`src/rtl/mips_pkg.sv`:
```
// Shared definitions for the HI/LO multiply/divide unit: op encodings,
// FSM state enumeration and default widths.
package mips_pkg;

   localparam int unsigned MD_WIDTH = 32;
   localparam int unsigned MD_CNT_W = 6;

   localparam logic [1:0] OP_MULT  = 2'b00;
   localparam logic [1:0] OP_MULTU = 2'b01;
   localparam logic [1:0] OP_DIV   = 2'b10;
   localparam logic [1:0] OP_DIVU  = 2'b11;

   typedef enum logic [1:0] {
      ST_IDLE,
      ST_RUN,
      ST_FIXUP,
      ST_DONE
   } md_state_t;

   // MULT and DIV are the signed forms; bit 1 separates divide from multiply.
   function automatic logic op_is_signed(input logic [1:0] op);
      return (op == OP_MULT) || (op == OP_DIV);
   endfunction

   function automatic logic op_is_div(input logic [1:0] op);
      return (op == OP_DIV) || (op == OP_DIVU);
   endfunction

endpackage

```
`src/rtl/md_datapath.sv`:
```
// Iterative magnitude datapath: radix-2 shift-add multiply or restoring
// shift-subtract divide, one iteration per i_step.
module md_datapath #(
   parameter int unsigned WIDTH = 32
) (
   input  logic             clk,
   input  logic             rst_n,
   input  logic             i_load,
   input  logic             i_div,
   input  logic             i_step,
   input  logic [WIDTH-1:0] i_a,
   input  logic [WIDTH-1:0] i_b,
   output logic [WIDTH-1:0] o_hi,
   output logic [WIDTH-1:0] o_lo
);

   logic             r_div;
   logic [WIDTH-1:0] r_m;
   logic [WIDTH-1:0] r_hi;
   logic [WIDTH-1:0] r_lo;

   logic [WIDTH:0]   w_sum;
   logic [WIDTH:0]   w_shift;
   logic [WIDTH:0]   w_diff;

   // One extra bit catches the multiply carry and the divide borrow.
   always_comb begin
      w_sum   = {1'b0, r_hi} + (r_lo[0] ? {1'b0, r_m} : '0);
      w_shift = {r_hi, r_lo[WIDTH-1]};
      w_diff  = w_shift - {1'b0, r_m};
   end

   always_ff @(posedge clk) begin
      if (!rst_n) begin
         r_div <= 1'b0;
         r_m   <= '0;
         r_hi  <= '0;
         r_lo  <= '0;
      end else if (i_load) begin
         r_div <= i_div;
         r_hi  <= '0;
         r_m   <= i_div ? i_b : i_a;
         r_lo  <= i_div ? i_a : i_b;
      end else if (i_step) begin
         if (r_div) begin
            if (!w_diff[WIDTH]) begin
               r_hi <= w_diff[WIDTH-1:0];
               r_lo <= {r_lo[WIDTH-2:0], 1'b1};
            end else begin
               r_hi <= w_shift[WIDTH-1:0];
               r_lo <= {r_lo[WIDTH-2:0], 1'b0};
            end
         end else begin
            r_hi <= w_sum[WIDTH:1];
            r_lo <= {w_sum[0], r_lo[WIDTH-1:1]};
         end
      end
   end

   assign o_hi = r_hi;
   assign o_lo = r_lo;

endmodule

```
`src/rtl/mult_div_unit.sv`:
```
// HI/LO multiply/divide unit: FSM, sign handling, architectural HI/LO
// registers and MTHI/MTLO writes around the iterative md_datapath.
module mult_div_unit
   import mips_pkg::*;
#(
   parameter int unsigned WIDTH = MD_WIDTH,
   parameter int unsigned CNT_W = MD_CNT_W
) (
   input  logic             clk,
   input  logic             rst_n,
   input  logic             start,
   input  logic [1:0]       op,
   input  logic [WIDTH-1:0] operandA,
   input  logic [WIDTH-1:0] operandB,
   input  logic             hiWrite,
   input  logic             loWrite,
   input  logic [WIDTH-1:0] writeData,
   output logic             busy,
   output logic             done,
   output logic             divByZero,
   output logic [WIDTH-1:0] hi,
   output logic [WIDTH-1:0] lo
);

   md_state_t        r_state;
   md_state_t        w_next;

   logic [CNT_W-1:0] r_cnt;
   logic             r_is_div;
   logic             r_neg_a;
   logic             r_neg_b;
   logic             r_zero_b;
   logic [WIDTH-1:0] r_hi;
   logic [WIDTH-1:0] r_lo;

   logic             w_load;
   logic             w_step;
   logic             w_last;
   logic             w_neg_a_in;
   logic             w_neg_b_in;
   logic [WIDTH-1:0] w_mag_a;
   logic [WIDTH-1:0] w_mag_b;
   logic [WIDTH-1:0] w_dp_hi;
   logic [WIDTH-1:0] w_dp_lo;
   logic [2*WIDTH-1:0] w_prod;
   logic [WIDTH-1:0] w_quot;
   logic [WIDTH-1:0] w_rem;
   logic [WIDTH-1:0] w_res_hi;
   logic [WIDTH-1:0] w_res_lo;

   always_comb begin
      w_neg_a_in = op_is_signed(op) & operandA[WIDTH-1];
      w_neg_b_in = op_is_signed(op) & operandB[WIDTH-1];
      w_mag_a    = w_neg_a_in ? -operandA : operandA;
      w_mag_b    = w_neg_b_in ? -operandB : operandB;
      w_last     = (r_cnt == CNT_W'(WIDTH - 1));
   end

   always_ff @(posedge clk) begin
      if (!rst_n) begin
         r_state <= ST_IDLE;
      end else begin
         r_state <= w_next;
      end
   end

   always_comb begin
      w_next    = r_state;
      w_load    = 1'b0;
      w_step    = 1'b0;
      busy      = (r_state != ST_IDLE);
      done      = (r_state == ST_DONE);
      divByZero = (r_state == ST_DONE) & r_is_div & r_zero_b;
      case (r_state)
         ST_IDLE: begin
            if (start) begin
               w_load = 1'b1;
               w_next = ST_RUN;
            end
         end
         ST_RUN: begin
            w_step = 1'b1;
            if (w_last) begin
               w_next = ST_FIXUP;
            end
         end
         ST_FIXUP: w_next = ST_DONE;
         ST_DONE:  w_next = ST_IDLE;
         default:  w_next = ST_IDLE;
      endcase
   end

   always_ff @(posedge clk) begin
      if (!rst_n) begin
         r_cnt    <= '0;
         r_is_div <= 1'b0;
         r_neg_a  <= 1'b0;
         r_neg_b  <= 1'b0;
         r_zero_b <= 1'b0;
      end else if (w_load) begin
         r_cnt    <= '0;
         r_is_div <= op_is_div(op);
         r_neg_a  <= w_neg_a_in;
         r_neg_b  <= w_neg_b_in;
         r_zero_b <= (operandB == '0);
      end else if (w_step) begin
         r_cnt    <= r_cnt + 1'b1;
      end
   end

   md_datapath #(
      .WIDTH (WIDTH)
   ) u_datapath (
      .clk    (clk),
      .rst_n  (rst_n),
      .i_load (w_load),
      .i_div  (op_is_div(op)),
      .i_step (w_step),
      .i_a    (w_mag_a),
      .i_b    (w_mag_b),
      .o_hi   (w_dp_hi),
      .o_lo   (w_dp_lo)
   );

   // Sign flags are only ever set for signed ops, so unsigned results pass through.
   always_comb begin
      w_prod = {w_dp_hi, w_dp_lo};
      if (r_neg_a ^ r_neg_b) begin
         w_prod = -w_prod;
      end
      w_quot   = (r_neg_a ^ r_neg_b) ? -w_dp_lo : w_dp_lo;
      w_rem    = r_neg_a ? -w_dp_hi : w_dp_hi;
      w_res_hi = r_is_div ? w_rem  : w_prod[2*WIDTH-1:WIDTH];
      w_res_lo = r_is_div ? w_quot : w_prod[WIDTH-1:0];
   end

   always_ff @(posedge clk) begin
      if (!rst_n) begin
         r_hi <= '0;
         r_lo <= '0;
      end else if (r_state == ST_FIXUP) begin
         if (!(r_is_div && r_zero_b)) begin
            r_hi <= w_res_hi;
            r_lo <= w_res_lo;
         end
      end else if (r_state == ST_IDLE) begin
         if (hiWrite) begin
            r_hi <= writeData;
         end
         if (loWrite) begin
            r_lo <= writeData;
         end
      end
   end

   assign hi = r_hi;
   assign lo = r_lo;

endmodule

```
`config.mk`:
```
export PLATFORM = sky130hd
export DESIGN_NAME = mult_div_unit
export DESIGN_NICKNAME = d
export VERILOG_FILES = /design/src/rtl/mips_pkg.sv /design/src/rtl/md_datapath.sv /design/src/rtl/mult_div_unit.sv
export SDC_FILE = /design/constraint.sdc
export NUM_CORES = 1
export LEC_CHECK = 0
export BUFFER_PORTS_ARGS = -buffer_cell sky130_fd_sc_hd__buf_2
export CAP_MARGIN = 20
export CORE_ASPECT_RATIO = 1.25
export CORE_MARGIN = 2
export CORE_UTILIZATION = 40
export DETAILED_ROUTE_END_ITERATION = 6
export MAX_ROUTING_LAYER = met4
export PLACE_DENSITY = 0.67
export SYNTH_ARGS = -nofsm -noshare
export SYNTH_HDL_FRONTEND = slang
export SYNTH_SLANG_ARGS = --single-unit
```
`constraint.sdc`:
```
create_clock -name clk -period 6.1 [get_ports clk]
set_input_delay 1.22 -clock clk [delete_from_list [all_inputs] [get_ports clk]]
set_output_delay 1.22 -clock clk [all_outputs]
set_load 0.01 [all_outputs]
```
==> results.json <==
{
  "cts_resized": 0,
  "finalClockSkew_ns": 0.02298,
  "wl_met1_um": 22340,
  "p_leak_nw": 6.781,
  "dieArea_sq_um": 38890,
  "final_hold_viol_count": 0,
  "fp.dieW_um": 176.8,
  "holdWs_ns": 0.4649,
  "rr_endpoint": "u_datapath.o_hi[29]",
  "final_common_cell": "a21oi_1",
  "drc": 0,
  "layout_common_cells": "a21oi_1 (198), nand2_1 (197), nor2_1 (193)",
  "syn_avg_cell_area_sq_um": 7.368,
  "root_buffer": "clkbuf_16",
  "synth_top_area_share_pct": 23.07,
  "final_util_pct": 45.14,
  "clk_pin_slew_ns": 0.07,
  "dr.max_layer_used": "met4",
  "fin_crit_ns": 4.475,
  "syn_area_sq_um": 14930,
  "crit_type": "flop to flop",
  "cap_violations": 0,
  "crit_arrival_ns": 4.85,
  "ys_warn_count": 0,
  "dieHeight_um": 220.0,
  "path_max_fanout": 32,
  "post_cts_buffers": 0,
  "via_per_inst": 6.020,
  "syn_to_final_growth_pct": 11.79,
  "yosysTopAreaCell": "dfxtp_1",
  "cts_buffers": 17,
  "r2r_cells": 13,
  "min_to": "u_datapath.r_m[7]",
  "grt.overflow.total": 0,
  "io_pins": 170,
  "whs_path_depth": 2,
  "final_nets": 2276,
  "clockBufferDepth": 2,
  "grt_max_degree": 88,
  "synthTopCellsByArea": "dfxtp_1 (23%), a21oi_1 (6.7%), ha_1 (6.1%)",
  "postCtsHoldBufs": 0,
  "grt_use_total_pct": 27.87,
  "required_ns": 6.48,
  "grt_pass1_wl_um": 81440,
  "synth_ff_type": "dfxtp_1",
  "clock_latency_ns": 0.48,
  "fin_crit_sh_pct": 73.36,
  "worstMarginPinSlew_ns": 1.083,
  "clock-sinks": 172,
  "rows": 79,
  "synth-seq-area-share_pct": 23.07,
  "post_drt_wl_per_cell_um": 20.64,
  "core_sq_um": 36970,
  "slew_headroom_pct": 27.55,
  "cts_tree": "built",
  "fmax_ghz": 0.2235,
  "first_iter_violations": 1506,
  "grt_pass1_vias": 14340,
  "ys_types": 76,
  "routed_wl_um": 53620,
  "port_buffers": 169,
  "async_reset_ff_share_pct": 0,
  "synth_edf_count": 0,
  "r2r_slack_ns": 1.63,
  "worstHoldPathType": "flop to flop",
  "layout-drive-gt1-share_pct": 12.55,
  "grt_setup_unrepaired": "false",
  "setup_tns_ns": 0,
  "power_mw": 8.717,
  "cp-end-kind": "flop",
  "wl_met3_um": 3246,
  "postRouteAntennaNets": 0,
  "syn_inst": 2026,
  "irDropWorstVdd_uv": 253.2,
  "antenna_found_initial": 1,
  "gp_congestion": 0.9679,
  "hpwl_um": 41560,
  "routed-via-count": 15640,
  "firstDrtPassIters": 5,
  "htree_num_levels": 4,
  "syn_nets": 2204,
  "setup_viol": 0,
  "min_from": "u_datapath.r_m[7]",
  "p_per_area_nw_per_um2": 522.3,
  "outcome": "complete, no violations",
  "drv_slew": 0,
  "initial_core_util_pct": 40.38,
  "timing.rr.start": "u_datapath.o_lo[0]",
  "synth_seq_cells": 172,
  "startpoint_type": "flop",
  "dr_wl_met2_um": 25120
}
## worst max-delay path: stages (launching register included)
cell and delay (ns):
dfxtp_1 0.37, inv_1 0.78, nor2_1 0.19, fa_1 0.48
a21oi_1 0.24, o311a_1 0.21, o211ai_1 0.13, a221oi_1 0.46
o21ai_0 0.27, a41oi_1 0.55, o311ai_0 0.18, o211ai_1 0.14
xor2_1 0.10, a221oi_1 0.28
## through the flow
stage | area (sq um) | std cells | worst slack (ns)
global route | 16690 | 2598 | 1.263
global placement | 16050 | 2564 | 1.833
finish | 16690 | 2598 | 1.625
CTS | 16660 | 2596 | 1.663
detailed placement | 16050 | 2564 | 1.663
floorplan | 14930 | 2026 | 2.389
## layer usage
layer	up-vias	global-route usage (%)
met5	-	-
met4	0	15.59
met3	141	3.330
met2	652	44.11
met1	7376	34.43
li1	7470	-
## Yosys cell counts, drive strengths merged (7+ instances only)
cell type and number:
a21oi 200, nand2 198, nor2 194, dfxtp 172, clkbuf 117, o21ai 114, xnor2 96, xor2 84
a211oi 79, o211ai 79, ha 73, inv 73, nor2b 59, mux2i 53, a21boi 47, a21o 36
nor3 36, o31ai 25, buf 20, or3 20, and2 18, nand4 18, o21a 18, or4 18
a31oi 14, and3 14, nand3 14, nor4 14, nand2b 11, o21bai 10, a311oi 9, mux2 9
o41ai 9, a31o 8, o221ai 8, o211a 7
## where the power goes
group          switching (mW)  internal (mW)
sequential              0.500           1.50
clock                   0.545          0.604
combinational            3.49           2.08
total                    4.53           4.19
## registers in the layout (all words and copies together), names as in the netlist
signal / cells
r_cnt: 6
u_datapath.r_m: 32
hi: 32
u_datapath.r_div: 1
r_neg_a: 1
r_state: 2
r_neg_b: 1
r_zero_b: 1
u_datapath.o_lo: 32
u_datapath.o_hi: 32
lo: 32
## worst max-delay path by stage
stage | start | end | slack [ns] | cells past startpoint
final | u_datapath.o_lo[0] | u_datapath.o_hi[29] | 1.63 | 13
after global routing | u_datapath.o_lo[0] | u_datapath.o_hi[29] | 1.26 | 13
after CTS | u_datapath.o_lo[0] | u_datapath.o_hi[29] | 1.66 | 13
after detailed placement | u_datapath.o_lo[0] | u_datapath.o_hi[29] | 1.66 | 13
after global placement | u_datapath.o_lo[0] | u_datapath.o_hi[29] | 1.83 | 13
after floorplan | operandA[4] | u_datapath.o_lo[29] | 2.39 | 9
## cell type report
| cell class | count | area (sq um) |
|---|---|---|
| diodes | 1 | 2.502 |
| clock buffers | 19 | 454.2 |
| clock inverters | 13 | 150.1 |
| fillers | 3804 | 20280 |
| inverters | 74 | 277.8 |
| multi-input cells | 1643 | 10720 |
| flip-flops and latches | 172 | 3447 |
| well taps | 486 | 608.1 |
| repair buffers | 190 | 1026 |
## cells by family (layout without fill, tap and decap cells)
logic type	count (synthesis)	in the layout	synth area share (%)
AO/OA/AOI/OAI	696	696	30.41
XOR/XNOR	180	180	10.56
adder cells (fa/ha/maj)	75	75	6.387
buffers and inverters	211	296	5.372
flip-flops	172	172	23.07
multiplexers	62	62	4.233
other	0	1	0
AND/OR/NAND/NOR	630	630	19.97
Note: power is estimated with default switching activity, not from simulation.
